## src/rtl/nes_bus_mem_bridge.sv

```systemverilog
// Byte-wide NES host bus to 32-bit work-memory bridge with a posted-write FIFO.
// Optional one-word read line buffer when BRIDGE_READ_CACHE_EN is defined.
module nes_bus_mem_bridge #(
  parameter int WBUF_DEPTH = 2
) (
  input  logic        clk,
  input  logic        reset_n,
  input  logic        host_req,
  input  logic        host_we,
  input  logic [14:0] host_addr,
  input  logic [7:0]  host_wdata,
  output logic        host_ready,
  output logic        host_rvalid,
  output logic [7:0]  host_rdata,
  output logic [12:0] mem_address,
  output logic [3:0]  mem_byteenable,
  output logic        mem_chipselect,
  output logic        mem_write,
  output logic [31:0] mem_writedata,
  input  logic [31:0] mem_readdata
);

  localparam int PW = (WBUF_DEPTH > 1) ? $clog2(WBUF_DEPTH) : 1;
  localparam int CW = $clog2(WBUF_DEPTH + 1);

  typedef enum logic [1:0] {IDLE, WRITE, RD_ISSUE, RD_CAPTURE} state_t;

  typedef struct packed {
    logic [12:0] word;
    logic [1:0]  lane;
    logic [7:0]  data;
  } wentry_t;

  state_t        state_q, state_d;
  wentry_t       fifo_q [WBUF_DEPTH];
  logic [PW-1:0] wr_ptr_q, rd_ptr_q;
  logic [CW-1:0] count_q;
  logic          live_q;
  logic [1:0]    rd_lane_q;

  logic    fifo_empty, fifo_full, wr_ready, rd_ready;
  logic    push, rd_accept, rd_hit, pop, issue_wr, issue_rd, capture, fifo_store;
  wentry_t in_entry, wr_entry;
  logic [7:0] hit_data;

  function automatic logic [PW-1:0] ptr_next(input logic [PW-1:0] p);
    return (p == PW'(WBUF_DEPTH - 1)) ? '0 : p + 1'b1;
  endfunction

  // live_q keeps host_ready low until the first clock after reset release.
  assign fifo_empty = (count_q == '0);
  assign fifo_full  = (count_q == CW'(WBUF_DEPTH));
  assign wr_ready   = live_q && !fifo_full;
  assign rd_ready   = live_q && (state_q == IDLE) && fifo_empty;
  assign host_ready = host_we ? wr_ready : rd_ready;
  assign push       = host_req && host_we && wr_ready;
  assign rd_accept  = host_req && !host_we && rd_ready;
  assign in_entry   = {host_addr[14:2], host_addr[1:0], host_wdata};

  // An incoming write with an empty FIFO bypasses storage straight to the bus.
  assign wr_entry   = fifo_empty ? in_entry : fifo_q[rd_ptr_q];
  assign fifo_store = push && !(fifo_empty && issue_wr);

  always_comb begin
    state_d  = state_q;
    pop      = 1'b0;
    issue_wr = 1'b0;
    issue_rd = 1'b0;
    capture  = 1'b0;
    unique case (state_q)
      IDLE, WRITE: begin
        if (!fifo_empty || push) begin
          issue_wr = 1'b1;
          pop      = !fifo_empty;
          state_d  = WRITE;
        end else begin
          state_d = IDLE;
          if (rd_accept && !rd_hit) begin
            issue_rd = 1'b1;
            state_d  = RD_ISSUE;
          end
        end
      end
      RD_ISSUE:   state_d = RD_CAPTURE;
      RD_CAPTURE: begin
        capture = 1'b1;
        state_d = IDLE;
      end
      default:    state_d = IDLE;
    endcase
  end

  always_ff @(posedge clk or negedge reset_n) begin
    if (!reset_n) begin
      state_q  <= IDLE;
      live_q   <= 1'b0;
      count_q  <= '0;
      wr_ptr_q <= '0;
      rd_ptr_q <= '0;
    end else begin
      state_q <= state_d;
      live_q  <= 1'b1;
      if (fifo_store) wr_ptr_q <= ptr_next(wr_ptr_q);
      if (pop)        rd_ptr_q <= ptr_next(rd_ptr_q);
      count_q <= count_q + CW'(fifo_store) - CW'(pop);
    end
  end

  always_ff @(posedge clk) begin
    if (fifo_store) fifo_q[wr_ptr_q] <= in_entry;
  end

  // Memory strobes are registered; address, lanes and data hold between accesses.
  always_ff @(posedge clk or negedge reset_n) begin
    if (!reset_n) begin
      mem_address    <= '0;
      mem_byteenable <= '0;
      mem_chipselect <= 1'b0;
      mem_write      <= 1'b0;
      mem_writedata  <= '0;
      rd_lane_q      <= '0;
      host_rvalid    <= 1'b0;
      host_rdata     <= '0;
    end else begin
      mem_chipselect <= issue_wr || issue_rd;
      mem_write      <= issue_wr;
      host_rvalid    <= 1'b0;
      if (issue_wr) begin
        mem_address    <= wr_entry.word;
        mem_byteenable <= 4'b0001 << wr_entry.lane;
        mem_writedata  <= {4{wr_entry.data}};
      end else if (issue_rd) begin
        mem_address    <= host_addr[14:2];
        mem_byteenable <= 4'b0001 << host_addr[1:0];
        rd_lane_q      <= host_addr[1:0];
      end
      if (capture) begin
        host_rdata  <= mem_readdata[{rd_lane_q, 3'b000} +: 8];
        host_rvalid <= 1'b1;
      end else if (rd_accept && rd_hit) begin
        host_rdata  <= hit_data;
        host_rvalid <= 1'b1;
      end
    end
  end

`ifdef BRIDGE_READ_CACHE_EN
  logic        line_vld_q;
  logic [12:0] line_tag_q;
  logic [31:0] line_data_q;

  assign rd_hit   = line_vld_q && (line_tag_q == host_addr[14:2]);
  assign hit_data = line_data_q[{host_addr[1:0], 3'b000} +: 8];

  // A fill races with writes still queued behind it, so such a fill invalidates.
  always_ff @(posedge clk or negedge reset_n) begin
    if (!reset_n)     line_vld_q <= 1'b0;
    else if (capture) line_vld_q <= fifo_empty && !push;
  end

  always_ff @(posedge clk) begin
    if (capture) begin
      line_tag_q  <= mem_address;
      line_data_q <= mem_readdata;
    end else if (push && line_vld_q && (line_tag_q == in_entry.word)) begin
      line_data_q[{in_entry.lane, 3'b000} +: 8] <= in_entry.data;
    end
  end
`else
  assign rd_hit   = 1'b0;
  assign hit_data = '0;
`endif

endmodule
```

## config.mk

```make
export PLATFORM = sky130hd
export DESIGN_NAME = nes_bus_mem_bridge
export DESIGN_NICKNAME = d
export VERILOG_FILES = /design/src/rtl/nes_bus_mem_bridge.sv
export SDC_FILE = /design/constraint.sdc
export NUM_CORES = 1
export LEC_CHECK = 0
export BUFFER_PORTS_ARGS = -buffer_cell sky130_fd_sc_hd__buf_2
export CORE_ASPECT_RATIO = 1.4
export CORE_UTILIZATION = 52
export DETAILED_ROUTE_END_ITERATION = 10
export PLACE_DENSITY = 0.8
export SLEW_MARGIN = 40
export SYNTH_ARGS = -nofsm -noshare
export SYNTH_HDL_FRONTEND = slang
export SYNTH_SLANG_ARGS = --single-unit
```

## constraint.sdc

```tcl
create_clock -name clk -period 3.53 [get_ports clk]
set_clock_uncertainty 0.1 [all_clocks]
set_input_delay 0.1765 -clock clk [delete_from_list [all_inputs] [get_ports clk]]
set_output_delay 0.1765 -clock clk [all_outputs]
set_load 0.005 [all_outputs]
```

======== Yosys cells after proc, flatten, opt, wreduce, memory -nomap -nowiden ========
Memory sizes are Yosys's and may differ from the RTL's.
Index checks and enable logic that the tools add are counted.
cells by class
  $add $sub $neg .......................... 4
  eq/ne operators ......................... 4
  shift-type cells ........................ 3
  muxes and demuxes ....................... 22
  bitwise operators ....................... 1
  reduce and logical (&&, ||, !) cells .... 20
operators by type and width
  operator                                         count
  indexed part select 32 x 6 -> 8 bit              1
  2-to-1 mux 13 bit                                2
  2-to-1 mux 23 bit                                1
  2-to-1 mux 1 bit                                 14
  logical AND 1 bit                                9
  2-to-1 mux 4 bit                                 2
  left shift 1 x 2 -> 4 bit, first input constant  2
  == test 2 bit, second input constant             3
  one-hot mux 2 bit (3 select lines)               1
  logical NOT 1 bit                                4
  logical NOT 2 bit                                2
  2-to-1 mux 2 bit                                 2
  adder 1 bit, second input constant               2
  adder 2 x 1 -> 2 bit                             1
  == test 2 x 1 -> 1 bit, second input constant    1
  logical OR 1 bit                                 2
  AND reduction 2 bit                              1
  nonzero test 2 bit                               1
  OR reduction 2 bit                               1
  subtractor 2 x 1 -> 2 bit                        1
  inverter 1 bit                                   1
word-level totals
  register bits after elaboration ......... 69
  bits in writable memories ............... 46
  output and inout port bits .............. 61
  memories ................................ 1
memory list
  memory  depth  width  rd ports  clocked after memory_dff  write ports  line  text
  fifo_q  2      23     1         0                         1            35    wentry_t fifo_q [WBUF_DEPTH];

======== Depth between registers and ports, before layout ========
Gate-level depths: netlist of run 1.
  depth in word-level cells ............... 12
  gate-level depth with buffers ........... 11
  gate-level depth less buffers ........... 8

======== Least setup slack after synthesis of run 1 ========
Ideal clock, no wire load.
  kind .................................... reg-to-reg
  start ................................... register count_q[1]
  end ..................................... memory fifo_q[1][0] in the netlist's numbering (enable)
  arrival ................................. 1.959 ns
  path slack .............................. 1.068 ns
  cell stages (with the launch flop) ...... 6
  buffers on the path ..................... 1
  period minus slack after synthesis ...... 2.462 ns
  path through ............................ dfrtp_1 > inv_1 > a21oi_1 > or2_2 > clkbuf_1 > nor2_1
on the way
  cells in the longest elaborated chain, start to end .. 12
RTL lines
  element                                   line  text
  start: declaration                        37    logic [CW-1:0] count_q;
  start signal: assignment                  105   count_q <= count_q + CW'(fifo_store) - CW'(pop);
  == test 2 bit                             52    assign fifo_full = (count_q == CW'(WBUF_DEPTH));
  logical NOT 1 bit                         53    assign wr_ready = live_q && !fifo_full;
  logical AND 1 bit                         53
  logical AND 1 bit                         56    assign push = host_req && host_we && wr_ready;
  logical OR 1 bit                          72    if (!fifo_empty || push) begin
  2-to-1 mux 1 bit                          72
  2-to-1 mux 1 bit                          70    unique case (state_q)
  logical AND 1 bit                         62    assign fifo_store = push && !(fifo_empty && issue_wr);
  logical NOT 1 bit                         62
  logical AND 1 bit *                       62
  2-to-1 mux 1 bit *                        110   if (fifo_store) fifo_q[wr_ptr_q] <= in_entry;
  2-to-1 mux 1 bit (not written as such) *  110
  end: declaration                          35
Mark *: on every way between the ends. The rest lies on a longest branch, timed or not.

======== Worst setup path in the final report of run 1 ========
  start ................................... register count_q[1]
  end ..................................... register mem_writedata[24]
on the way
  cells in the longest elaborated chain, start to end .. 7
RTL lines
  element                 line  text
  == test 2 bit           52
  logical NOT 1 bit       53
  logical AND 1 bit       53
  logical AND 1 bit       56
  logical OR 1 bit *      72
  2-to-1 mux 1 bit *      72
  2-to-1 mux 1 bit *      70
  via issue_wr            42    logic push, rd_accept, rd_hit, pop, issue_wr, issue_rd, capture, fifo_store;
  end signal: assignment  131   mem_writedata <= {4{wr_entry.data}};
  end: declaration        19    output logic [31:0] mem_writedata,
The timed path passes the listed nets; every way through them passes the cells marked *.
A chain may end at the register's enable or synchronous reset.

==> run_results.csv, run 1 <==
group,metric,value,unit
die,start_util,0.537,
detailed_routing,viasPerCell,5.14,
global_routing,grt_usage,0.197,
final_layout,fin_util,0.655,
global_routing,grt_start_max_net_pins,46,
worst_setup_path,cp-start-kind,"register",
die,core_area,7750,um2
sta,rsz0062_at_grt,"no",
sta,hold_viol,0,
pwr,vdd_ir_drop_max,0.526,mV
final_layout,postLayoutCellArea,5080,um2
final_layout,stdcell_count,502,
worst_setup_path,path_cells,"nor2_2 -> a21o_1 -> inv_6 -> nand3_2 -> o211ai_2",
logic_synthesis,synth-seq-cells,91,
detailed_routing,routedWlPerCell,15.0,um
job,maxCapViolCount,0,
global_routing,grt_pass1_wl,12400,um
logic_synthesis,syn-mean-instance-area,15.0,um2
placed_design,post-dp-hpwl,5130,um
final_layout,regArea,2510,um2
final_layout,final_cell_mix,"118 x buf_2, 46 x edfxtp_1, 45 x dfrtp_1",
die,die_x,77.6,um
sta,slew_violations,0,
min_path,hold_class,"primary input to register",
clock_tree,post_cts_buffers,0,
worst_setup_path,cp.arrival,2.26,ns
clock_tree,cts_buffers,9,
global_routing,grt_pass1_vias,2535,
worst_setup_path,critical-path-max-stage-delay,0.62,ns
clock_tree,cts_tree,"built",
die,die_area,8370,um2
logic_synthesis,yosysWarnings,0,
placed_design,place_congestion,0.731,
placed_design,postPlaceCellArea,4630,um2
sta,worst_pin_slew,0.745,ns
worst_setup_path,path_class,"register to register",
pwr,combPwrFrac,0.398,
global_routing,grt.overflow.total,0,
logic_synthesis,synth_cells,277,
die,boundaryPins,120,
sta,setup_viol,0,
worst_setup_path,cp_slowest_cell,"nor2_2",
final_layout,fillerInstances,561,
worst_setup_path,cp_max_fo,11,
detailed_routing,wl,7550,um
pwr,p_sw,1.29,mW
sta,min_period,2.14,ns
clock_tree,clkTransAtPathRegs,0.08,ns
final_layout,syn2layout_area_growth,22.0,%
sta,period_share,0.605,
logic_synthesis,yosysSeqAreaShare,0.603,
status,outcome,"finished, final reports clean",
pwr,internal-power,2.63,mW
clock_tree,worst_skew_pair.late_latency,0.35,ns
die,rows,38,
detailed_routing,via_count,2580,
global_routing,antenna_found_initial,0,
clock_tree,cts.sinks,91,
logic_synthesis,synth_nets,338,
worst_setup_path,cp-end-kind,"register",
pwr,p_clk_frac,0.181,
worst_setup_path,worst_ep_required_time,3.65,ns
placed_design,place_inst,462,
detailed_routing,initialDrtViolationCount,176,
final_layout,nets,458,
logic_synthesis,synth_cell_type_count,33,
sta,max-slew-margin-rel,0.502,
final_layout,drive_gt1_frac,0.500,
clock_tree,cts_root_buffer,"clkbuf_8",
final_layout,multi_input_area,1340,um2
clock_tree,cts_resized,0,
pwr,power-per-cell-area,773,nW/um2
pwr,p_seq_frac,0.421,
clock_tree,cts_buffer_depth,2,
pwr,sw_frac_of_total,0.329,
die,die_y,108,um
final_layout,final_common_cell,"buf_2",
pwr,p_leak,2.25,nW
detailed_routing,drcViolationCount,0,
placed_design,port-buffer-count,119,
clock_tree,cts.hold.buffers_added,24,
sta,fmax,0.468,GHz
clock_tree,h-tree-depth,3,
detailed_routing,drtAntennaViolNets,0,
final_layout,diodes,0,
sta,fin_setup_tns,0,ns
detailed_routing,dr.pass1.iters,4,
logic_synthesis,syn_area,4160,um2
[stage by stage]
stage / hold slack (ns) / worst slack, ns / power (mW)
after floorplan: -0.219 / 1.07 / 2.92
after global placement: 0.280 / 1.37 / 3.19
after detailed placement: 0.132 / 1.39 / 3.24
after CTS: 0.0250 / 1.37 / 3.97
after global routing: 0.0529 / 1.21 / 4.20
final: 0.0445 / 1.39 / 3.92
[path summary, 6_finish.rpt]
check	cells after the start	startpoint	to	slack, ns
max	5	count_q[1]$_DFF_PN0_	mem_writedata[24]$_DFFE_PN0N_	1.39
min	3	host_req	state_q[1]$_DFF_PN0_	0.04
max reg2reg	5	count_q[1]$_DFF_PN0_	mem_writedata[24]$_DFFE_PN0N_	1.39
min reg2reg	1	host_rdata[6]$_DFFE_PN0P_	host_rdata[6]$_DFFE_PN0P_	0.41
max in group asynchronous	2	reset_n	mem_writedata[28]$_DFFE_PN0N_	2.66
min in group asynchronous	2	reset_n	mem_address[2]$_DFFE_PN0P_	0.27
[registers in the layout (all words and copies together) (netlist names)]
register,flops
mem_byteenable,4
fifo_q,46
mem_chipselect,1
mem_address,13
wr_ptr_q,1
host_rdata,8
rd_ptr_q,1
mem_write,1
state_q,2
mem_writedata,8
count_q,2
host_rvalid,1
rd_lane_q,2
live_q,1
[routing by layer]
metal  GRT usage  vias up  part of all wire
li1            -     1210                 -
met1       0.264     1270              0.43
met2       0.320       93              0.51
met3      0.0475        7             0.048
met4      0.0566        0            0.0091
met5           0        -                 0
[cells in the mapped netlist, drive strengths merged]
master | n | area share
o221a | 1 | 0.0027
nand4 | 1 | 0.0030
xnor2 | 4 | 0.0084
conb | 1 | 0.00090
mux2 | 31 | 0.094
dfrtp | 45 | 0.27
inv | 7 | 0.0075
buf | 36 | 0.067
nor3 | 2 | 0.0024
edfxtp | 46 | 0.33
clkbuf | 2 | 0.0018
nand2 | 25 | 0.023
or2 | 1 | 0.0015
nor2 | 7 | 0.0069
a21oi | 2 | 0.0051
o21ai | 13 | 0.016
mux2i | 23 | 0.055
nand3 | 9 | 0.020
a21o | 1 | 0.0018
mux4 | 8 | 0.043
o21bai | 1 | 0.0045
ha | 2 | 0.0060
o211ai | 9 | 0.027
[critical path, delay by kind of cell, from the launching register on]
kind | cells | cell delay, ns
and+or+nand+nor | 2 | 0.73
AOI/OAI and AO/OA | 2 | 0.60
DFF | 1 | 0.46
buffers and inverters | 1 | 0.12
[cells by family after synthesis]
kind of cell,Yosys count,share of synthesized area
and+or+nand+nor,45,0.0568
muxes,62,0.192
adders and majority gates,2,0.00601
DFF,91,0.603
xor gates and xnor gates,4,0.00842
AOI/OAI and AO/OA,27,0.0568
buffers and inverters,45,0.0761
other,1,0.000901
[area by class of cell]
type / instances / area share
Clock buffer: 11 / 0.0298
Clock inverter: 5 / 0.0101
Inverter: 7 / 0.00616
Multi-Input combinational cell: 141 / 0.264
Sequential cell: 91 / 0.494
Tap cell: 100 / 0.0246
Timing Repair Buffer: 147 / 0.171
[power groups by stage]
stage / Sequential [mW] / Combinational, mW / Clock (mW)
3_5_place_dp: 1.67 / 1.56 / 0
4_1_cts: 1.66 / 1.59 / 0.726
3_3_place_gp: 1.66 / 1.53 / 0
2_1_floorplan: 1.60 / 1.32 / 0
6_report: 1.65 / 1.56 / 0.710
5_1_grt: 1.70 / 1.72 / 0.783
No activity file was read; power rests on OpenSTA's default activity.
==> inputs of run 2 (changes only) <==
Settings changed: ABC_AREA set to 1, CORE_UTILIZATION 52 to 47, PLACE_DENSITY 0.8 to 0.76.
Clock period 3.53 ns to 1.9 ns, I/O delays scaled along.
==> run 2 against run 1 <==
  * The run now ends with negative hold slack left
  * Non-clock buffer count rose by 21
  * Final area rose by 4.2%
  * Synthesized cell count rose by 45%
  * Wire length rose by 25%
  * Maximum frequency rose by 17%
  * Cell count rose by 29%
  * First-iteration DRC count rose by 5.7%
  * Sequential power rose by 78%
  * Setup slack got worse by 1.3 ns
  * Clock-buffer cell count fell by 1
==> run_results.csv, run 2 <==
group,metric,value,unit
status,outcome,"complete, but fails checks",
status,violations,"negative hold slack",
pwr,p_sw,2.84,mW
sta,max-slew-margin-rel,0.653,
pwr,vdd_ir_drop_max,0.714,mV
pwr,internal-power,4.93,mW
logic_synthesis,async_reset_ff_frac,0.495,
logic_synthesis,synth_ff_type,"edfxtp_1",
die,die_area,9110,um2
worst_setup_path,worst_ep_required_time,2.01,ns
logic_synthesis,syn-mean-instance-area,10.2,um2
global_routing,grt.overflow.total,0,
min_path,hold_class,"primary input to register",
global_routing,grt_pass1_wl,15000,um
worst_setup_path,reg2reg_from,"count_q[1]$_DFF_PN0_",
detailed_routing,wl,9460,um
pwr,p_clk_frac,0.229,
detailed_routing,via_count,3333,
placed_design,place_inst,597,
sta,whs,-0.000544,ns
sta,fmax,0.549,GHz
sta,hold_viol,1,
logic_synthesis,syn_area,4100,um2
final_layout,top_register,"fifo_q",
worst_setup_path,cp-start-kind,"register",
detailed_routing,drtAntennaViolNets,0,
logic_synthesis,synth-seq-cells,91,
sta,fin_setup_tns,0,ns
global_routing,antenna_found_initial,0,
global_routing,grt_start_max_net_pins,27,
sta,worst_pin_slew,0.521,ns
placed_design,post-dp-hpwl,6330,um
logic_synthesis,ys_top_cells_by_area,"edfxtp_1 34%, dfrtp_1 27%, nand2_1 7.9%",
final_layout,reg_top3,"fifo_q x46, mem_address x13",
final_layout,fillerInstances,722,
pwr,p_seq_frac,0.379,
worst_setup_path,startpoint,"count_q[1]$_DFF_PN0_",
clock_tree,cts.sinks,91,
sta,period_share,0.958,
worst_setup_path,ff2ff_setup_slack,0.08,ns
clock_tree,cts_tree,"built",
final_layout,multi_input_area,1240,um2
clock_tree,cts_buffer_depth,2,
clock_tree,clkTransAtPathRegs,0.06,ns
die,core_area,8510,um2
final_layout,nets,599,
die,die_y,113,um
logic_synthesis,synth.most_common_cell,"nand2_1",
worst_setup_path,path_class,"register to register",
clock_tree,cts_root_buffer,"clkbuf_16",
die,rows,40,
detailed_routing,routedWlPerCell,14.6,um
final_layout,fin_util,0.622,
worst_setup_path,cp.arrival,1.93,ns
clock_tree,cts_buffers,9,
pwr,sw_frac_of_total,0.365,
logic_synthesis,synth_cells,403,
pwr,power-per-cell-area,1470,nW/um2
sta,slew_violations,0,
worst_setup_path,r2r-end,"count_q[1]$_DFF_PN0_",
final_layout,regArea,2510,um2
placed_design,place_congestion,0.768,
final_layout,final_cell_mix,"119 x buf_2, 85 x nand2_1, 46 x edfxtp_1",
worst_setup_path,cp_max_fo,2,
logic_synthesis,yosys.area.top_type_share,0.337,
final_layout,diodes,0,
final_layout,syn2layout_area_growth,28.9,%
worst_setup_path,reg2regPathDepth,8,
sta,setup_viol,0,
logic_synthesis,yosysSeqAreaShare,0.611,
global_routing,grt_pass1_vias,3208,
detailed_routing,viasPerCell,5.14,
global_routing,grt_usage,0.218,
detailed_routing,dr.pass1.iters,4,
worst_setup_path,cp-end-kind,"register",
final_layout,stdcell_count,648,
clock_tree,h-tree-depth,3,
job,maxCapViolCount,0,
pwr,total_power,7.77,mW
pwr,p_leak,2.41,nW
logic_synthesis,synth_nets,464,
clock_tree,worst_skew_pair.late_latency,0.34,ns
die,die_x,81.0,um
logic_synthesis,yosysWarnings,0,
logic_synthesis,ys_top_cells_by_count,"86 x nand2_1, 46 x edfxtp_1, 45 x dfrtp_1",
sta,min_period,1.82,ns
pwr,combPwrFrac,0.392,
clock_tree,post_cts_buffers,0,
detailed_routing,initialDrtViolationCount,186,
logic_synthesis,synth_cell_type_count,29,
final_layout,drive_gt1_frac,0.317,
final_layout,largest_register_ffs,46,
logic_synthesis,synth_edf_count,46,
die,start_util,0.482,
logic_synthesis,yosysTopAreaCell,"edfxtp_1",
die,boundaryPins,120,
detailed_routing,drcViolationCount,0,
worst_setup_path,cp-endpoint,"count_q[1]$_DFF_PN0_",
final_layout,final_common_cell,"buf_2",
placed_design,port-buffer-count,119,
run 2: cell types whose count changed after synthesis, moves of 17 or more:
cell	delta
nand3_1	+38
mux2i_1	-23
mux2_2	-17
nand2_1	+61
o21ai_0	+21
nor2_1	+37
run 2: cells by family after synthesis:
| group | after synthesis | synth area share |
|---|---|---|
| simple gates | 177 | 0.185 |
| flops | 91 | 0.611 |
| compound gates | 68 | 0.0966 |
| buf+inv | 60 | 0.0918 |
| xor+xnor | 4 | 0.00854 |
| fa+ha+maj | 2 | 0.00610 |
| other cells | 1 | 0.000914 |
run 2: worst min path at each step:
| stage | start | to | slack [ns] | depth (start not counted) |
|---|---|---|---|---|
| floorplan | reset_n | count_q[0]$_DFF_PN0_ | -0.30 | 0 |
| global placement | reset_n | mem_write$_DFF_PN0_ | -0.11 | 1 |
| detailed placement | reset_n | mem_chipselect$_DFF_PN0_ | -0.10 | 1 |
| CTS | mem_readdata[27] | host_rdata[3]$_DFFE_PN0P_ | 0.007 | 3 |
| global route | mem_readdata[27] | host_rdata[3]$_DFFE_PN0P_ | 0.02 | 3 |
| finish | mem_readdata[25] | host_rdata[1]$_DFFE_PN0P_ | -0.0005 | 3 |
run 2: power groups by stage:
stage | sequential (mW) | combinational (mW) | clock (mW)
6_report | 2.94 | 3.05 | 1.77
5_1_grt | 3.01 | 3.48 | 1.90
4_1_cts | 2.94 | 3.02 | 1.81
3_5_place_dp | 2.97 | 2.96 | 0
3_3_place_gp | 2.94 | 2.86 | 0
2_1_floorplan | 2.94 | 2.24 | 0
run 2: cell type report:
class | instances | share of cell area
sequential | 91 | 0.474
multi-input combinational | 252 | 0.234
timing repair buffer | 168 | 0.199
clock buffer | 10 | 0.0452
tap | 105 | 0.0248
clock inverter | 6 | 0.0118
inverter | 16 | 0.0114
run 2: metrics by stage:
stage,area (um2),setup WS (ns),hold WS (ns)
2_1_floorplan,4100,-0.364,-0.301
3_5_place_dp,4620,0.123,-0.104
3_3_place_gp,4620,0.172,-0.106
5_1_grt,5290,-0.0495,0.0164
4_1_cts,5280,0.0936,0.00688
6_report,5290,0.0799,-0.000544
run 2: timing repair:
item                                   4_1_cts  5_1_grt
hold buffers                                35        0
setup endpoints to repair                    0        1
resized for setup                            0        3
endpoints found under the hold margin      118        0
run 2: metal layers:
| metal | GRT usage | up-vias | wire length (um) | share of wire |
|---|---|---|---|---|
| li1 | - | 1612 | - | - |
| met1 | 0.258 | 1593 | 3810 | 0.40 |
| met2 | 0.388 | 106 | 5100 | 0.54 |
| met3 | 0.0228 | 22 | 306 | 0.032 |
| met4 | 0.0988 | 0 | 252 | 0.027 |
| met5 | 0 | - | 0 | 0 |
run 2: critical path, cell delays in order (launching register included):
cell and delay [ns]:
dfrtp_1 0.40, nand2_2 0.09, nand3_2 0.08, o21bai_2 0.20, ha_1 0.27, inv_1 0.04, ha_1 0.20, xnor2_2 0.14
xor2_1 0.17
